--- src/rtl/k12a_wake_ctrl_pkg.sv ---
// rtl/k12a_wake_ctrl_pkg.sv - shared types and helpers for the k12a wake controller
//
// Purpose : wake edge polarity encoding and the per-channel wake event
//           function used by k12a_wake_ctrl.
// Contents: wake_edge_t (0 = rising, 1 = falling), wake_event().
package k12a_wake_ctrl_pkg;

  typedef enum logic {
    WAKE_EDGE_RISING  = 1'b0,
    WAKE_EDGE_FALLING = 1'b1
  } wake_edge_t;

  // One-cycle wake event for a single channel: the debounced level moved in
  // the direction selected by mode, and the channel is allowed to wake.
  function automatic logic wake_event(
    input logic       st,
    input logic       st_q,
    input wake_edge_t mode,
    input logic       en
  );
    logic rise;
    logic fall;
    rise = st & ~st_q;
    fall = ~st & st_q;
    return en & ((mode == WAKE_EDGE_FALLING) ? fall : rise);
  endfunction

endpackage

--- src/rtl/k12a_debounce.sv ---
// rtl/k12a_debounce.sv - one-channel synchroniser and debouncer
//
// Purpose : brings one asynchronous raw input into the cpu_clock domain with
//           a 2-FF synchroniser, then only accepts a new level after it has
//           differed from the current stable level for DEBOUNCE_CYCLES
//           consecutive synchronised cycles.
// Ports   : cpu_clock  - system clock
//           reset      - asynchronous, active-high reset
//           raw        - asynchronous raw input
//           level      - debounced (stable) level
module k12a_debounce #(
  parameter int DEBOUNCE_CYCLES = 1000,
  parameter int CNT_WIDTH       = $clog2(DEBOUNCE_CYCLES + 1)
) (
  input  logic cpu_clock,
  input  logic reset,
  input  logic raw,
  output logic level
);

  localparam logic [CNT_WIDTH-1:0] CNT_LAST = CNT_WIDTH'(DEBOUNCE_CYCLES - 1);
  localparam logic [CNT_WIDTH-1:0] CNT_ONE  = CNT_WIDTH'(1);

  logic                 s1;
  logic                 s2;
  logic                 st;
  logic [CNT_WIDTH-1:0] cnt;

  always_ff @(posedge cpu_clock or posedge reset) begin
    if (reset) begin
      s1  <= 1'b0;
      s2  <= 1'b0;
      st  <= 1'b0;
      cnt <= '0;
    end else begin
      s1 <= raw;
      s2 <= s1;
      // Any cycle of agreement restarts the count, so a glitch shorter than
      // DEBOUNCE_CYCLES never reaches the stable level.
      if (s2 == st) begin
        cnt <= '0;
      end else if (cnt == CNT_LAST) begin
        st  <= s2;
        cnt <= '0;
      end else begin
        cnt <= cnt + CNT_ONE;
      end
    end
  end

  assign level = st;

endmodule

--- src/rtl/k12a_wake_ctrl.sv ---
// rtl/k12a_wake_ctrl.sv - debounced, edge-qualified wake request latch for the CPU
//
// Purpose : conditions up to CHANNELS raw external inputs (sync + debounce),
//           detects per-channel rising/falling edges on the debounced level
//           and latches qualifying edges as pending wake requests that are
//           released when the CPU leaves halt.
// Ports   : cpu_clock    - system clock, all state on rising edge
//           reset        - asynchronous, active-high reset
//           raw_in       - asynchronous raw inputs
//           edge_mode    - per channel: 0 wake on rising, 1 wake on falling
//           enable_mask  - per channel: 1 allows the channel to raise wake
//           halted       - CPU halted flag
//           debounced    - debounced level per channel
//           pending      - latched wake requests
//           wake_sources - to CPU wake_sources, same as pending
module k12a_wake_ctrl
  import k12a_wake_ctrl_pkg::*;
#(
  parameter int CHANNELS        = 8,
  parameter int DEBOUNCE_CYCLES = 1000
) (
  input  logic                cpu_clock,
  input  logic                reset,
  input  logic [CHANNELS-1:0] raw_in,
  input  logic [CHANNELS-1:0] edge_mode,
  input  logic [CHANNELS-1:0] enable_mask,
  input  logic                halted,
  output logic [CHANNELS-1:0] debounced,
  output logic [CHANNELS-1:0] pending,
  output logic [CHANNELS-1:0] wake_sources
);

  localparam int CNT_WIDTH = $clog2(DEBOUNCE_CYCLES + 1);

  logic [CHANNELS-1:0] st;
  logic [CHANNELS-1:0] st_q;
  logic [CHANNELS-1:0] wake_evt;
  logic [CHANNELS-1:0] pending_q;
  logic [CHANNELS-1:0] pending_d;
  logic                halted_q;
  logic                halt_exit;

  // Per-channel conditioning.
  for (genvar ch = 0; ch < CHANNELS; ch++) begin : g_chan
    k12a_debounce #(
      .DEBOUNCE_CYCLES (DEBOUNCE_CYCLES),
      .CNT_WIDTH       (CNT_WIDTH)
    ) u_debounce (
      .cpu_clock (cpu_clock),
      .reset     (reset),
      .raw       (raw_in[ch]),
      .level     (st[ch])
    );
  end

  // Previous debounced level and previous halted flag.
  always_ff @(posedge cpu_clock or posedge reset) begin
    if (reset) begin
      st_q     <= '0;
      halted_q <= 1'b0;
    end else begin
      st_q     <= st;
      halted_q <= halted;
    end
  end

  // A single-cycle pulse when the CPU drops out of halt.
  assign halt_exit = halted_q & ~halted;

  // Edge events are combinational from st/st_q, so edge_mode only matters
  // at the cycle the debounced level actually moves.
  always_comb begin
    wake_evt = '0;
    for (int i = 0; i < CHANNELS; i++) begin
      wake_evt[i] = wake_event(st[i], st_q[i], wake_edge_t'(edge_mode[i]),
                               enable_mask[i]);
    end
  end

  // Pending next state: a new event wins over masking and halt-exit clear,
  // so an event arriving in the clear cycle is not lost.
  always_comb begin
    pending_d = pending_q;
    for (int i = 0; i < CHANNELS; i++) begin
      if (wake_evt[i]) begin
        pending_d[i] = 1'b1;
      end else if (!enable_mask[i]) begin
        pending_d[i] = 1'b0;
      end else if (halt_exit) begin
        pending_d[i] = 1'b0;
      end
    end
  end

  always_ff @(posedge cpu_clock or posedge reset) begin
    if (reset) begin
      pending_q <= '0;
    end else begin
      pending_q <= pending_d;
    end
  end

  assign debounced    = st;
  assign pending      = pending_q;
  assign wake_sources = pending_q;

endmodule
--- config.mk ---
export PLATFORM = sky130hd
export DESIGN_NAME = k12a_wake_ctrl
export DESIGN_NICKNAME = d
export VERILOG_FILES = /design/src/rtl/k12a_wake_ctrl_pkg.sv /design/src/rtl/k12a_debounce.sv /design/src/rtl/k12a_wake_ctrl.sv
export SDC_FILE = /design/constraint.sdc
export NUM_CORES = 1
export LEC_CHECK = 0
export ABC_CLOCK_PERIOD_IN_PS = 3500
export BUFFER_PORTS_ARGS = -buffer_cell sky130_fd_sc_hd__buf_2
export CAP_MARGIN = 0
export CORE_ASPECT_RATIO = 2
export CORE_UTILIZATION = 32
export CTS_CLUSTER_SIZE = 8
export DETAILED_ROUTE_END_ITERATION = 12
export HOLD_SLACK_MARGIN = 0.02
export PLACE_DENSITY_LB_ADDON = 0.12
export SLEW_MARGIN = 20
export SYNTH_ARGS = -nofsm -noshare
export SYNTH_HDL_FRONTEND = slang
export SYNTH_SLANG_ARGS = --single-unit
--- constraint.sdc ---
create_clock -name cpu_clock -period 3.5 [get_ports cpu_clock]
set_input_delay 0.35 -clock cpu_clock [delete_from_list [all_inputs] [get_ports cpu_clock]]
set_output_delay 0.35 -clock cpu_clock [all_outputs]
set_load 0.01 [all_outputs]
==> results of run 1 <==
cells by family (layout without fill, tap and decap cells):
group / after synthesis / count (layout) / synth area share, %
AOI/OAI and AO/OA: 67 / 67 / 7.75
buffers and inverters: 28 / 95 / 2.98
DFF: 121 / 121 / 54.6
adders and majority gates: 8 / 8 / 1.80
muxes: 7 / 7 / 1.42
and+or+nand+nor: 255 / 255 / 23.3
xor gates and xnor gates: 52 / 52 / 8.21
registers in the layout, indices dropped and copies added, names as in the netlist:
register / flops
g_chan.u_debounce.s1: 8
halted_q: 1
g_chan.u_debounce.cnt: 80
g_chan.u_debounce.level: 8
st_q: 8
pending: 8
g_chan.u_debounce.s2: 8
report_power, final:
| group | internal (mW) | leakage, nW | switching, mW |
|---|---|---|---|
| Sequential | 1.43 | 1.63 | 0.0334 |
| Combinational | 0.0446 | 1.04 | 0.0735 |
| Clock | 0.989 | 0.264 | 0.606 |
| Total | 2.47 | 2.93 | 0.713 |
cell usage in the layout, fill, tap and decap left out, types with 9 or more instances in the layout:
cell type / count
dfrtp_1: 121
nor2_1: 81
buf_2: 50
nand3_1: 44
nand2_1: 39
xor2_1: 27
xnor2_1: 25
and3_1: 21
a21oi_1: 17
clkbuf_16: 17
nand4_1: 14
a31oi_1: 13
nand3b_1: 12
o21ai_0: 12
inv_1: 9
metrics by stage:
stage | instance area [µm²] | total power, mW | hold WS [ps]
final | 6530 | 3.18 | 45.9
after global placement | 5970 | 1.61 | 333
after detailed placement | 5970 | 1.61 | 337
after floorplan | 5550 | 1.56 | 331
after global routing | 6530 | 3.33 | 22.7
after CTS | 6520 | 3.23 | 21.5
per-layer routing:
layer	track usage, %	wire length, µm	vias to the layer above
li1	-	-	1987
met3	3.91	442	14
met1	16.8	4800	2005
met5	0	17	-
met2	24.9	6070	72
met4	6.82	222	2
worst max-delay path: cells and delay by family (launching register included):
family,cells,cell delay [ps]
AND/OR/NAND/NOR,2,520
AO/OA/AOI/OAI,2,330
flip-flops,1,400
adder cells (fa/ha/maj),1,240
repair_timing:
item,CTS,global route
hold buffers,0,1
gates resized for setup,0,0
hold endpoints to repair,0,1
area by class of cell:
class	count	share of cell area, %
Clock buffer	24	7.69
Clock inverter	7	0.652
Inverter	10	0.633
Multi-Input combinational cell	389	36.1
Sequential cell	121	46.4
Tap cell	207	3.97
Timing Repair Buffer	54	4.53
worst max path at each step:
stage / slack (ps) / to / cells after the start / from
2_1_floorplan: 1670 / g_chan[0].u_debounce.cnt[0] / 1 / reset
3_3_place_gp: 1920 / g_chan[0].u_debounce.cnt[3] / 5 / g_chan[0].u_debounce.cnt[0]
3_5_place_dp: 1860 / g_chan[7].u_debounce.cnt[3] / 4 / g_chan[7].u_debounce.cnt[0]
4_1_cts: 1850 / g_chan[7].u_debounce.cnt[3] / 4 / g_chan[7].u_debounce.cnt[0]
5_1_grt: 1740 / g_chan[7].u_debounce.cnt[3] / 4 / g_chan[7].u_debounce.cnt[0]
6_report: 1880 / g_chan[4].u_debounce.cnt[7] / 5 / g_chan[4].u_debounce.cnt[0]
==> summary.md, run 1 <==
| Metric | Value |
|---|---|
| Syn. warnings | 0 |
| Num CTS Buffers | 17 |
| Ports | 51 |
| Most frequent cell after synthesis | dfrtp_1 |
| Mapped cell area | 5550 µm² |
| GRT Util Overall | 14.7% |
| Hold depth | 1 |
| Max Slew Vio Count | 0 |
| Clock buffer depth | 2 |
| Largest net degree at the start of global routing | 43 |
| Top cell type's share of synthesized area | 54.6% |
| Yosys cell types | 42 |
| Minimum clock period | 1620 ps |
| Critical Path Slowest Stage Cell | nor4b_1 |
| Final Setup Violations | 0 |
| DP Worst Slack | 1860 ps |
| Layout Nets | 628 |
| EDFF count, synth | 0 |
| R2R Path End | g_chan[4].u_debounce.cnt[7] |
| Top cells by count, synth | dfrtp_1 (121), nor2_1 (81), nand3_1 (44), nand2_1 (39), xor2_1 (27) |
| CP max stage delay | 420 ps |
| RePlAce Congestion | 0.767 |
| Sequential share of the synthesized area | 54.6% |
| DPL Wire Length | 8190 µm |
| Leakage Power | 2.93 nW |
| Final wirelength | 11,600 µm |
| 1st-iter DRT viols | 180 |
| Via count | 4,080 |
| Synth Instances | 538 |
| Layout Area Growth over Synthesis | 17.6% |
| DIE HEIGHT | 188 µm |
| Critical path peak fanout | 5 |
| Critical path type | flop to flop |
| CTS root buf | clkbuf_16 |
| Cell Chain, Critical Path | ha_1 > nand2_1 > nor4b_1 > a311o_1 > a31oi_1 |
| Initial antenna violation count | 1 |
| Post-CTS Setup Repair Bufs | 0 |
| Relative slew slack | 37.4% |
| Max_cap viols | 0 |
| CTS tree | yes |
| Status | finished clean |
| Worst endpoint required time | 3770 ps |
| Register area | 3030 µm² |
| FF-to-FF path depth | 5 |
| First-pass GRT wire length | 20,300 µm |
| Most used DFF post-synth | dfrtp_1 |
| Arrival time at the worst endpoint | 1890 ps |
| Final worst path period share | 46.4% |
| Post-Syn Nets | 573 |
| Antenna diodes | 0 |
| Row count | 67 |
| Worst setup margin | 1880 ps |
| #FFs+latches synth | 121 |
| Final setup skew | 8.02 ps |
| Fin. Hold Viols | 0 |
| Core Area | 16,800 µm² |
| Initial core utilization | 32.9% |
| Fraction of layout cells with a size suffix above 1 | 15.9% |
| Die X | 95.1 µm |
| Area leader, netlist | dfrtp_1 |
| Routed len/inst | 14.2 µm |
| HP Class | primary input to flop |
| Worst-Margin Slew | 938 ps |
| Multi-input gate area | 2360 µm² |
| Drc violations | 0 |
| Power density over the cells | 487 nW/µm² |
| R2R Setup Slk | 1880 ps |
| Synth top area cells | dfrtp_1 (55%), nor2_1 (5.5%), xor2_1 (4.3%) |
| Antenna Nets Post-Route | 0 |
| Vias in the first global route | 4,235 |
| Clock Pin Slew Worst Setup and Hold Paths | 60 ps |
| Clock Sinks | 121 |
| Startpoint types | flop |
| Grt total ovfl | 0 |
| Non-filler cells, final | 812 |
| Htree depth | 4 |
| Detailed Routing Iterations Pass 1 | 4 |
| Setup TNS | 0 ps |
| Vias per cell | 5.02 |
| Clk Latency, worst-skew pair | 410 ps |
| Post-layout util | 38.7% |
| Worst hold endpoint | g_chan[5].u_debounce.s1 |
| Syn avg cell area | 10.3 µm² |
| RSZ-0062 raised after global routing | no |
| Fillcell total | 1,669 |
| Fmax | 616 MHz |
| Hold Crit Start | raw_in[5] |
| Die area | 17,900 µm² |
| Ys async rst share | 100% |
| Setup crit end kind | flop |
| PortBufs | 50 |
| Maximum vdd drop | 0.260 mV |
| Reg2reg start | g_chan[4].u_debounce.cnt[0] |
| Inst Count DP | 780 |
Power figures use the tool's default switching activity.
==> run 2, diff against run 1 <==
Settings changed: ABC_CLOCK_PERIOD_IN_PS 3500 to 1600.
Clock period 3.5 ns to 1.6 ns, I/O delays scaled along.
==> run 2 against run 1 <==
Against the previous run: non-clock buffer count increased by 45; sequential share of layout area decreased by 3.1 points; setup slack got worse by 1800 ps; final area increased by 7.2%; fmax increased by 6.5%; highest routed layer is now met4; largest cell class unchanged; count of clock-buffer cells in the layout decreased by 6; critical path type unchanged; first-iteration DRC count increased by 12%; routed wire length increased by 0.19%; critical path depth decreased by 1; register-to-register slack got worse by 1800 ps; combinational power increased to 2.9 times the previous value; sequential cell count unchanged.
==> summary.md, run 2 (synthesis gave the netlist of run 1 again) <==
| Metric | Value |
|---|---|
| Final Hold Slack | 37.5 ps |
| Clock Pin Slew Worst Setup and Hold Paths | 60 ps |
| PortBufs | 50 |
| Routed len/inst | 13.5 µm |
| Worst endpoint required time | 1930 ps |
| Fmax | 656 MHz |
| Htree depth | 4 |
| Vias per cell | 4.90 |
| Most common cell after layout, fill and taps aside | dfrtp_1 |
| Initial antenna violation count | 0 |
| Post-layout util | 41.5% |
| Minimum clock period | 1520 ps |
| Delay-heaviest family, CP | simple AND/OR/NAND/NOR gates |
| Clk Latency, worst-skew pair | 410 ps |
| Grt total ovfl | 0 |
| Leakage Power | 3.17 nW |
| Row count | 67 |
| Fin. Hold Viols | 0 |
| DPL Wire Length | 8410 µm |
| CTS root buf | clkbuf_16 |
| First-pass GRT wire length | 19,700 µm |
| Final setup skew | 9.82 ps |
| Core Area | 16,800 µm² |
| Worst-Margin Slew | 500 ps |
| Critical Path Slowest Stage Cell | dfrtp_1 |
| Post-route cell area | 6990 µm² |
| Power, Total | 7.37 mW |
| Register area | 3030 µm² |
| Status | finished clean |
| Vias in the first global route | 4,354 |
| Drc violations | 0 |
| Max reg flops | 80 |
| Fillcell total | 1,646 |
| Num CTS Buffers | 17 |
| Arrival time at the worst endpoint | 1850 ps |
| Final Setup Violations | 0 |
| Max_cap viols | 0 |
| Final wirelength | 11,600 µm |
| Antenna Nets Post-Route | 0 |
| Maximum vdd drop | 0.664 mV |
| Worst setup margin | 76.1 ps |
| Largest net degree at the start of global routing | 47 |
| Reg with most FFs | g_chan.u_debounce.cnt |
| Antenna diodes | 0 |
| DIE HEIGHT | 188 µm |
| Clock buffer depth | 2 |
| Startpoint types | flop |
| 1st-iter DRT viols | 201 |
| Relative slew slack | 66.6% |
| Power density over the cells | 1050 nW/µm² |
| Post-CTS Setup Repair Bufs | 0 |
| HP Class | primary input to flop |
| Die X | 95.1 µm |
| Ports | 51 |
| DP Worst Slack | 34.5 ps |
| Layout Nets | 673 |
| Most frequent cells in the layout | dfrtp_1 (121), nor2_1 (81), buf_2 (50) |
| Critical path peak fanout | 5 |
| Multi-input gate area | 2380 µm² |
| Non-filler cells, final | 857 |
| Layout Area Growth over Synthesis | 26.0% |
| Critical path type | flop to flop |
| Inst Count DP | 808 |
| Die area | 17,900 µm² |
| Max Slew Vio Count | 0 |
| Final worst path period share | 95.2% |
| CP max stage delay | 400 ps |
| Via count | 4,198 |
| Initial core utilization | 32.9% |
| Detailed Routing Iterations Pass 1 | 4 |
| Placed instance area | 6190 µm² |
| CTS tree | yes |
| Cell Chain, Critical Path | nand2_2 > or3_4 > or3b_1 > a31oi_1 |
| RePlAce Congestion | 0.791 |
| GRT Util Overall | 14.3% |
| Clock Sinks | 121 |
| Buf/Inv on CP | 0 |
| Setup crit end kind | flop |
| Fraction of layout cells with a size suffix above 1 | 20.0% |
| Setup TNS | 0 ps |
run 2: worst register-to-register path: stages (launching register included):
cell and delay (ps):
dfrtp_1 400, nand2_2 100, or3_4 390, or3b_1 380, a31oi_1 180
run 2: what timing repair did:
action / 4_1_cts / 5_1_grt
hold buffers: 18 / 0
resized for setup: 0 / 6
setup endpoints to repair: 0 / 9
hold endpoints to repair: 111 / 0
run 2: cell type report:
type / count / area share [%]
sequential: 121 / 43.3
multi-input combinational: 389 / 34.1
timing repair buffer: 99 / 9.84
clock buffer: 18 / 6.28
tap: 207 / 3.70
clock inverter: 13 / 2.20
inverter: 10 / 0.590
run 2: worst paths after layout:
check | depth (start not counted) | start | endpoint | slack (ps)
setup / recovery | 4 | g_chan[6].u_debounce.cnt[3] | g_chan[6].u_debounce.cnt[7] | 80
hold / removal | 3 | edge_mode[1] | pending[1] | 40
setup reg to reg | 4 | g_chan[6].u_debounce.cnt[3] | g_chan[6].u_debounce.cnt[7] | 80
hold reg to reg | 0 | g_chan[2].u_debounce.s1 | g_chan[2].u_debounce.s2 | 340
max in group asynchronous | 4 | reset | g_chan[4].u_debounce.cnt[0] | 750
min in group asynchronous | 3 | reset | g_chan[7].u_debounce.cnt[6] | 240
run 2: routing by layer:
metal	vias up	routed length, µm	part of all wire, %	global-route usage, %
li1	2070	-	-	-
met1	2053	4570	40	14.9
met5	-	0	0	0
met4	0	278	2.4	7.23
met3	15	252	2.2	2.99
met2	60	6470	56	26.2
run 2: where the power goes:
part	total [mW]	switching, mW	internal (mW)
sequential	3.20	0.0645	3.13
clock	3.82	1.36	2.46
combinational	0.347	0.183	0.164
total	7.37	1.61	5.76
==> run 3, diff against run 2 <==
Settings changed: BUFFER_PORTS_ARGS -buffer_cell sky130_fd_sc_hd__buf_2 to -buffer_cell sky130_fd_sc_hd__buf_4.
==> run 3 against run 2 <==
Against the previous run: global-route usage up 0.36 points; final area up 1.3%; sequential cell count unchanged; setup slack better by 5.0 ps; clock skew down 2.5 ps; total power down 3.1%; routed wire length up 1.8%; largest cell class unchanged.
==> summary.md, run 3 (synthesis gave the netlist of run 1 again) <==
| Metric | Value |
|---|---|
| Status | finished clean |
| Htree depth | 4 |
| Grt total ovfl | 0 |
| DIE HEIGHT | 188 µm |
| Ports | 51 |
| Arrival time at the worst endpoint | 1820 ps |
| HP Class | primary input to flop |
| Drc violations | 0 |
| Buf/Inv on CP | 0 |
| Critical path type | flop to flop |
| Most common cell after layout, fill and taps aside | dfrtp_1 |
| CP Depth | 3 |
| Critical path peak fanout | 6 |
| Fraction of layout cells with a size suffix above 1 | 19.8% |
| Initial core utilization | 32.9% |
| Multi-input gate area | 2390 µm² |
| RePlAce Congestion | 0.812 |
| DPL Wire Length | 8410 µm |
| Minimum clock period | 1520 ps |
| Maximum vdd drop | 0.724 mV |
| Setup crit end kind | flop |
| Final worst path period share | 94.9% |
| Max reg flops | 80 |
| Layout Area Growth over Synthesis | 27.6% |
| Clock Pin Slew Worst Setup and Hold Paths | 50 ps |
| Non-filler cells, final | 854 |
| Max Slew Vio Count | 0 |
| Via count | 4,224 |
| Final setup skew | 7.31 ps |
| Detailed Routing Iterations Pass 1 | 4 |
| FF-to-FF path depth | 3 |
| Reg with most FFs | g_chan.u_debounce.cnt |
| CTS root buf | clkbuf_16 |
| Power density over the cells | 1010 nW/µm² |
| Layout Nets | 675 |
| Crit. Startpoint | g_chan[4].u_debounce.cnt[3] |
| Routed len/inst | 13.8 µm |
| Reg2reg start | g_chan[4].u_debounce.cnt[3] |
| Delay-heaviest family, CP | simple AND/OR/NAND/NOR gates |
| Die area | 17,900 µm² |
| Clock Sinks | 121 |
| R2R Setup Slk | 80 ps |
| Setup TNS | 0 ps |
| Inst Count DP | 808 |
| Clock buffer depth | 2 |
| CP max stage delay | 450 ps |
| Fin. Hold Viols | 0 |
| Worst Setup EP | g_chan[4].u_debounce.level |
| Row count | 67 |
| Vias in the first global route | 4,376 |
| Final Setup Violations | 0 |
| Die X | 95.1 µm |
| Worst endpoint required time | 1900 ps |
| Largest net degree at the start of global routing | 66 |
| Antenna Nets Post-Route | 0 |
| Startpoint types | flop |
| PortBufs | 50 |
| Critical Path Slowest Stage Cell | dfrtp_1 |
| Register area | 3030 µm² |
| Max_cap viols | 0 |
| Antenna diodes | 0 |
| Worst-Margin Slew | 420 ps |
| CTS tree | yes |
| 1st-iter DRT viols | 143 |
| Vias per cell | 4.95 |
| R2R Path End | g_chan[4].u_debounce.level |
| Initial antenna violation count | 0 |
| Most frequent cells in the layout | dfrtp_1 (121), nor2_1 (81), buf_4 (81) |
| Core Area | 16,800 µm² |
| Fmax | 658 MHz |
| Final wirelength | 11,800 µm |
| Fillcell total | 1,608 |
| Clk Latency, worst-skew pair | 410 ps |
| Leakage Power | 3.18 nW |
| Relative slew slack | 71.8% |
| GRT Util Overall | 14.7% |
| Cell Chain, Critical Path | nor4bb_1 > nand4_1 > mux2_2 |
| Num CTS Buffers | 17 |
| First-pass GRT wire length | 20,200 µm |
[run 3: power by group]
group / leakage [nW] / internal, mW / switching (mW) / total (mW)
clock network: 0.266 / 2.31 / 1.26 / 3.57
registers: 1.63 / 3.14 / 0.0602 / 3.20
logic: 1.28 / 0.186 / 0.189 / 0.375
total: 3.18 / 5.63 / 1.51 / 7.14
[run 3: layer usage]
| layer | global-route usage (%) | routed length, µm | vias up |
|---|---|---|---|
| met5 | 0 | 0 | - |
| met4 | 8.80 | 419 | 0 |
| met3 | 3.07 | 305 | 26 |
| met2 | 25.8 | 6450 | 71 |
| met1 | 15.6 | 4600 | 2057 |
| li1 | - | - | 2070 |
[run 3: worst register-to-register path, cell delays in order (launching register included)]
cell	delay [ps]
dfrtp_1	450
nor4bb_1	410
nand4_1	240
mux2_2	320
[run 3: worst min-delay path by stage]
stage | to | cells past startpoint | slack (ps) | startpoint
after detailed placement | g_chan[7].u_debounce.s1 | 1 | 270 | raw_in[7]
after CTS | pending[3] | 3 | 30 | edge_mode[3]
after global placement | g_chan[6].u_debounce.s1 | 1 | 270 | raw_in[6]
after global routing | pending[3] | 3 | 40 | edge_mode[3]
after floorplan | g_chan[0].u_debounce.s1 | 0 | 190 | raw_in[0]
final | pending[3] | 3 | 50 | edge_mode[3]
[run 3: layout make-up]
cell class                      instances  area share (%)
Timing Repair Buffer                  101            11.7
Clock inverter                          5            1.06
Sequential cell                       121            42.7
Inverter                               10           0.583
Tap cell                              207            3.66
Multi-Input combinational cell        389            33.8
Clock buffer                           21            6.50
[run 3: through the flow]
step                instance area (µm²)  hold slack [ps]  util, %  power (mW)  setup WS [ps]
finish                             7080             45.6     42.0        7.14           81.0
global route                       7080             37.7     42.0        7.44          -6.99
CTS                                7030             29.0     41.7        7.26           40.1
detailed placement                 6320              271     37.5        3.59           36.5
global placement                   6320              269     37.5        3.58           71.9
floorplan                          5550              191        -        3.41          -43.3
[run 3: what timing repair did]
| action | in CTS | in global routing |
|---|---|---|
| gates resized for setup | 0 | 8 |
| hold buffers | 18 | 0 |
| endpoints found under the hold margin | 138 | 0 |
| buffers inserted | 0 | 2 |
| setup endpoints to repair | 0 | 12 |
